File: config.mk
export PLATFORM = sky130hd
export DESIGN_NAME = data_memory_block
export DESIGN_NICKNAME = d
export VERILOG_FILES = /design/src/rtl/data_memory_block_pkg.sv /design/src/rtl/data_memory_array.sv /design/src/rtl/data_memory_block.sv
export SDC_FILE = /design/constraint.sdc
export NUM_CORES = 2
export LEC_CHECK = 0
export BUFFER_PORTS_ARGS = -buffer_cell sky130_fd_sc_hd__buf_2
export CAP_MARGIN = 25
export CORE_AREA = 2 2 330 496
export CTS_BUF_LIST = sky130_fd_sc_hd__clkbuf_4
export CTS_CLUSTER_SIZE = 28
export DETAILED_ROUTE_END_ITERATION = 8
export DIE_AREA = 0 0 332 498
export PLACE_DENSITY = 0.78
export REMOVE_ABC_BUFFERS = 1
export SLEW_MARGIN = 5
export SYNTH_ARGS = -nofsm -noshare
export SYNTH_HDL_FRONTEND = slang
export SYNTH_HIERARCHICAL = 1
export SYNTH_SLANG_ARGS = --single-unit
File: constraint.sdc
create_clock -name CLK -period 2.8 [get_ports CLK]
set_input_delay 0.56 -clock CLK [delete_from_list [all_inputs] [get_ports CLK]]
set_output_delay 0.56 -clock CLK [all_outputs]
set_load 0.05 [all_outputs]
File: src/rtl/data_memory_block_pkg.sv
// Memory-interface definitions shared by the data memory and the cache controller.
package data_memory_block_pkg;

    localparam int MEM_ADDR_WIDTH = 6;
    localparam int BLOCK_WIDTH    = 32;
    localparam int DEPTH          = 64;

    typedef enum logic [1:0] {
        ST_IDLE   = 2'b00,
        ST_ACCESS = 2'b01,
        ST_DONE   = 2'b10
    } mem_state_e;

endpackage

File: src/rtl/data_memory_array.sv
// Block storage: synchronous write, synchronous read into an output register,
// asynchronous active-low clear of every block and of the read register.
module data_memory_array #(
    parameter int DEPTH       = 64,
    parameter int BLOCK_WIDTH = 32,
    parameter int ADDR_WIDTH  = 6
) (
    input  logic                   clk_i,
    input  logic                   rst_ni,
    input  logic                   wr_en_i,
    input  logic                   rd_en_i,
    input  logic [ADDR_WIDTH-1:0]  addr_i,
    input  logic [BLOCK_WIDTH-1:0] wdata_i,
    output logic [BLOCK_WIDTH-1:0] rdata_o
);

    logic [BLOCK_WIDTH-1:0] mem_q [DEPTH];
    logic [BLOCK_WIDTH-1:0] rdata_q;

    // Storage and read register; a read leaves storage untouched and a write
    // leaves the read register holding its last result.
    always_ff @(posedge clk_i or negedge rst_ni) begin
        if (!rst_ni) begin
            for (int i = 0; i < DEPTH; i++) begin
                mem_q[i] <= '0;
            end
            rdata_q <= '0;
        end else begin
            if (wr_en_i) begin
                mem_q[addr_i] <= wdata_i;
            end
            if (rd_en_i) begin
                rdata_q <= mem_q[addr_i];
            end
        end
    end

    assign rdata_o = rdata_q;

endmodule

File: src/rtl/data_memory_block.sv
// Block-organised data memory answering the cache controller. One whole-block
// access at a time, committed after ACCESS_CYCLES edges in ACCESS.
//
//   state     | meaning
//   ST_IDLE   | waiting; exactly one enable starts an access
//   ST_ACCESS | request latched, counting down to the commit edge
//   ST_DONE   | one-cycle handshake, busywait low, enables ignored
module data_memory_block #(
    parameter int ACCESS_CYCLES = 5,
    parameter int DEPTH         = data_memory_block_pkg::DEPTH,
    parameter int BLOCK_WIDTH   = data_memory_block_pkg::BLOCK_WIDTH
) (
    input  logic                                          CLK,
    input  logic                                          RESET,
    input  logic                                          READENABLE_MEM,
    input  logic                                          WRITEENABLE_MEM,
    input  logic [data_memory_block_pkg::MEM_ADDR_WIDTH-1:0] MEM_ADDRESS,
    input  logic [BLOCK_WIDTH-1:0]                        MEM_WRITEDATA,
    output logic [BLOCK_WIDTH-1:0]                        MEM_READDATA,
    output logic                                          MEM_BUSYWAIT
);

    import data_memory_block_pkg::*;

    localparam int AW    = MEM_ADDR_WIDTH;
    localparam int CNT_W = (ACCESS_CYCLES > 1) ? $clog2(ACCESS_CYCLES) : 1;
    localparam logic [CNT_W-1:0] CNT_LOAD = CNT_W'(ACCESS_CYCLES - 1);

    mem_state_e             state_q, state_d;
    logic [CNT_W-1:0]       cnt_q, cnt_d;
    logic                   op_write_q, op_write_d;
    logic [AW-1:0]          addr_q, addr_d;
    logic [BLOCK_WIDTH-1:0] data_q, data_d;

    logic request;
    logic commit;

    // Both enables together is an illegal request and is simply not seen.
    assign request = READENABLE_MEM ^ WRITEENABLE_MEM;
    assign commit  = (state_q == ST_ACCESS) && (cnt_q == '0);

    // State, countdown and the latched request.
    always_ff @(posedge CLK or negedge RESET) begin
        if (!RESET) begin
            state_q    <= ST_IDLE;
            cnt_q      <= '0;
            op_write_q <= 1'b0;
            addr_q     <= '0;
            data_q     <= '0;
        end else begin
            state_q    <= state_d;
            cnt_q      <= cnt_d;
            op_write_q <= op_write_d;
            addr_q     <= addr_d;
            data_q     <= data_d;
        end
    end

    // Next-state: accept in IDLE, count down in ACCESS, single DONE cycle.
    always_comb begin
        state_d    = state_q;
        cnt_d      = cnt_q;
        op_write_d = op_write_q;
        addr_d     = addr_q;
        data_d     = data_q;
        case (state_q)
            ST_IDLE: begin
                if (request) begin
                    op_write_d = WRITEENABLE_MEM;
                    addr_d     = MEM_ADDRESS;
                    data_d     = MEM_WRITEDATA;
                    cnt_d      = CNT_LOAD;
                    state_d    = ST_ACCESS;
                end
            end
            ST_ACCESS: begin
                if (cnt_q != '0) begin
                    cnt_d = cnt_q - 1'b1;
                end else begin
                    state_d = ST_DONE;
                end
            end
            ST_DONE: begin
                state_d = ST_IDLE;
            end
            default: begin
                state_d = ST_IDLE;
            end
        endcase
    end

    // Gated by RESET so a requester holding an enable during reset sees no busy.
    always_comb begin
        MEM_BUSYWAIT = RESET && (((state_q == ST_IDLE) && request) || (state_q == ST_ACCESS));
    end

    data_memory_array #(
        .DEPTH      (DEPTH),
        .BLOCK_WIDTH(BLOCK_WIDTH),
        .ADDR_WIDTH (AW)
    ) u_array (
        .clk_i  (CLK),
        .rst_ni (RESET),
        .wr_en_i(commit && op_write_q),
        .rd_en_i(commit && !op_write_q),
        .addr_i (addr_q),
        .wdata_i(data_q),
        .rdata_o(MEM_READDATA)
    );

endmodule

==> results by group <==
Detailed routing
  • Vias/cell: 6.866
  • Drt first pass iters: 6
  • Routed WL: 321400 microns
  • Routed WL per cell: 32.75 microns
  • Vias: 67370
  • DRT iter0 DRCs: 6911
  • Antenna-violating nets left: 0
  • DRC viols: 0

Worst setup path
  • Crit path required time: 2240 ps
  • Worst r2r dst: u_array/rdata_o[20]
  • CP Launch Point: state_q[1]
  • Crit end category: output port
  • CP max FO: 3
  • Crit Path Class: flip-flop to output port
  • Startpoint types: flip-flop
  • FF-to-FF Start: addr_q[1]
  • FF-to-FF path depth: 8
  • Data arrival, critical path: 2440 ps
  • R2r setup slk: -170 ps

Worst hold path
  • Hold Path Class: input pin to flip-flop
  • WHS Endpoint: state_q[0]
  • Hold path depth: 4
  • Hold Crit Start: READENABLE_MEM

Global routing
  • Gr ovfl total: 0
  • Initial antenna violation count: 14
  • Vias in the first global route: 70700
  • Total GRT Usage: 38.02%
  • First-pass GRT wire length: 463000 microns
  • Largest net degree at the start of global routing: 189

Logic synthesis
  • Count leader, synth: mux2_2
  • Area contributors post-synth: dfrtp_1 (55%), mux2_2 (26%), mux4_2 (4.4%)
  • Cell variety after synth: 73
  • Synth top area share: 55.29%
  • Number of synthesized register bits: 2124
  • Dominant cell type by area after synthesis: dfrtp_1
  • Ys async rst share: 100.0%
  • YS warnings: 6
  • Commonest cells in the synthesized netlist: mux2_2 (2261), dfrtp_1 (2124), clkbuf_1 (301)
  • Register area share after synthesis: 55.29%
  • Gate Count Post-Synth: 6730
  • Post-synth EDFFs: 0
  • Syn Std Cell Area: 0.09613 sq mm
  • Top_reg_cell synth: dfrtp_1
  • Syn_area_per_cell: 14.28 sq um

CTS
  • TritonCTS clock tree: yes
  • Clk sinks: 2124
  • Clk_lat worst skew: 1460 ps
  • CTS clk-pin slew, worst paths: 70 ps
  • Depth of the CTS H-tree: 5
  • CTS Buffer Depth: 4
  • Clock root buffer master: clkbuf_4
  • Total CTS buffers: 488

Timing
  • Max Slew Vio Count: 0
  • Final period util: 107.0%
  • Fmax: 0.3336 GHz
  • Final Hold Vio Count: 0
  • Final min period: 2997 ps
  • RSZ-0062 raised after global routing: true
  • Skew final: 111.6 ps
  • Setup WS post-layout: -197.2 ps
  • Worst-margin pin slew: 1050 ps
  • Slew headroom: 30.03%
  • Final setup viols: 42
  • Setup_tns: -1541 ps

Floorplanning
  • Top Ports: 75
  • Die area: 0.1653 sq mm
  • Initial Util: 59.62%
  • Die Height: 498 microns
  • Site Rows: 181
  • Core region area: 0.1612 sq mm
  • Die W: 332 microns

Placement
  • DPL Wire Length: 196900 microns
  • Dpl cells: 8752
  • Final Wtd Congestion: 0.9005
  • I/O Buffers: 74

Run status
  • Failing checks: negative setup slack
  • Status: finished, violations left

Finish
  • Layout cells sized above 1: 54.06%
  • Nets: 7392
  • Layout Cells excl Fill: 9811
  • P&R area growth vs syn: 16.64%

Power and ir drop
  • VDD IR max: 0.7900 mV
  • Design Power: 109.9 mW
  • Pwr dens: 980.3 mW/mm^2
  • Lkg Pwr: 54.90 nW

Run
  • Max-cap viol count: 0
[worst max-delay path: stages, from the launching register on]
cell	delay (ps)
dfrtp_1	400
nand2b_4	160
buf_6	120
a21boi_2	140
buf_6	170
[how the worst max path moves through the flow]
stage | to | slack (ps)
2_1_floorplan | u_array/rdata_o[29] | -19290
3_3_place_gp | u_array/rdata_o[20] | -460
3_5_place_dp | u_array/rdata_o[20] | -460
4_1_cts | MEM_BUSYWAIT | -280
5_1_grt | MEM_BUSYWAIT | -340
6_report | MEM_BUSYWAIT | -200
[sequential cells by signal (all words and copies together) (netlist names)]
name and count:
u_array/mem_q 2048, op_write_q 1, u_array/rdata_o 32, addr_q 6, data_q 32, cnt_q 3
state_q 2
[placed cells by master (no fill, tap or decap), types with 79 or more instances in the layout]
cell           instances
nand2_1               79
mux2_2              2261
a22oi_1              156
clkinv_1              89
a21oi_1              144
nor2_1               106
dfrtp_1             2075
mux2i_1              168
clkbuf_4             738
buf_4                427
buf_12               188
dlygate4sd3_1        113
o21ai_0              100
mux4_2               187
a221oi_1             133
[metal layers]
| layer | global-route usage (%) | share of wire, % | vias up |
|---|---|---|---|
| met5 | 0 | 0.024 | - |
| met2 | 59.61 | 46 | 4349 |
| met4 | 26.75 | 8.6 | 12 |
| li1 | - | - | 26540 |
| met3 | 10.07 | 11 | 1466 |
| met1 | 45.90 | 35 | 35010 |
[report_power, final]
group	switching, mW	total [mW]	internal (mW)
Clock	12.1	24.0	11.9
Combinational	25.2	43.2	18.0
Sequential	5.65	42.8	37.1
[final cells by class]
class                   count  area [sq um]
repair buffers            835          9589
clock buffers             738          5540
inverters                   7         38.79
fillers                 10590         49110
clock inverters            96         365.4
multi-input cells        3892         40710
diodes                     15         37.54
well taps                2104          2633
flip-flops and latches   2124         53220
[cells by family (layout without fill, tap and decap cells)]
| group | after synthesis | after routing | share of synthesized area [%] |
|---|---|---|---|
| buf+inv | 715 | 1676 | 3.431 |
| simple gates | 344 | 345 | 1.584 |
| xor+xnor | 2 | 2 | 0.02604 |
| mux | 2625 | 2625 | 32.73 |
| flops | 2124 | 2124 | 55.29 |
| fa+ha+maj | 2 | 2 | 0.02603 |
| other cells | 0 | 15 | 0 |
| compound gates | 918 | 918 | 6.920 |
[repair_timing]
item / 4_1_cts / 5_1_grt
setup endpoints to repair: 333 / 200
hold endpoints to repair: 2131 / 0
gates resized for setup: 95 / 136
hold buffers: 115 / 0
cloned: 3 / 17
pin swaps: 12 / 47
setup buffers: 21 / 56
[through the flow]
step / area [sq um] / setup WS, ps / hold WS [ps] / util [%]
floorplan: 92860 / -19290 / 264.4 / -
global placement: 102900 / -464.8 / 462.8 / 63.80
detailed placement: 102900 / -463.0 / 486.8 / 63.83
CTS: 110600 / -279.0 / 5.385 / 68.58
global route: 112100 / -337.2 / 47.27 / 69.53
finish: 112100 / -197.2 / 71.69 / 69.54
Note: power is estimated with default switching activity, not from simulation.
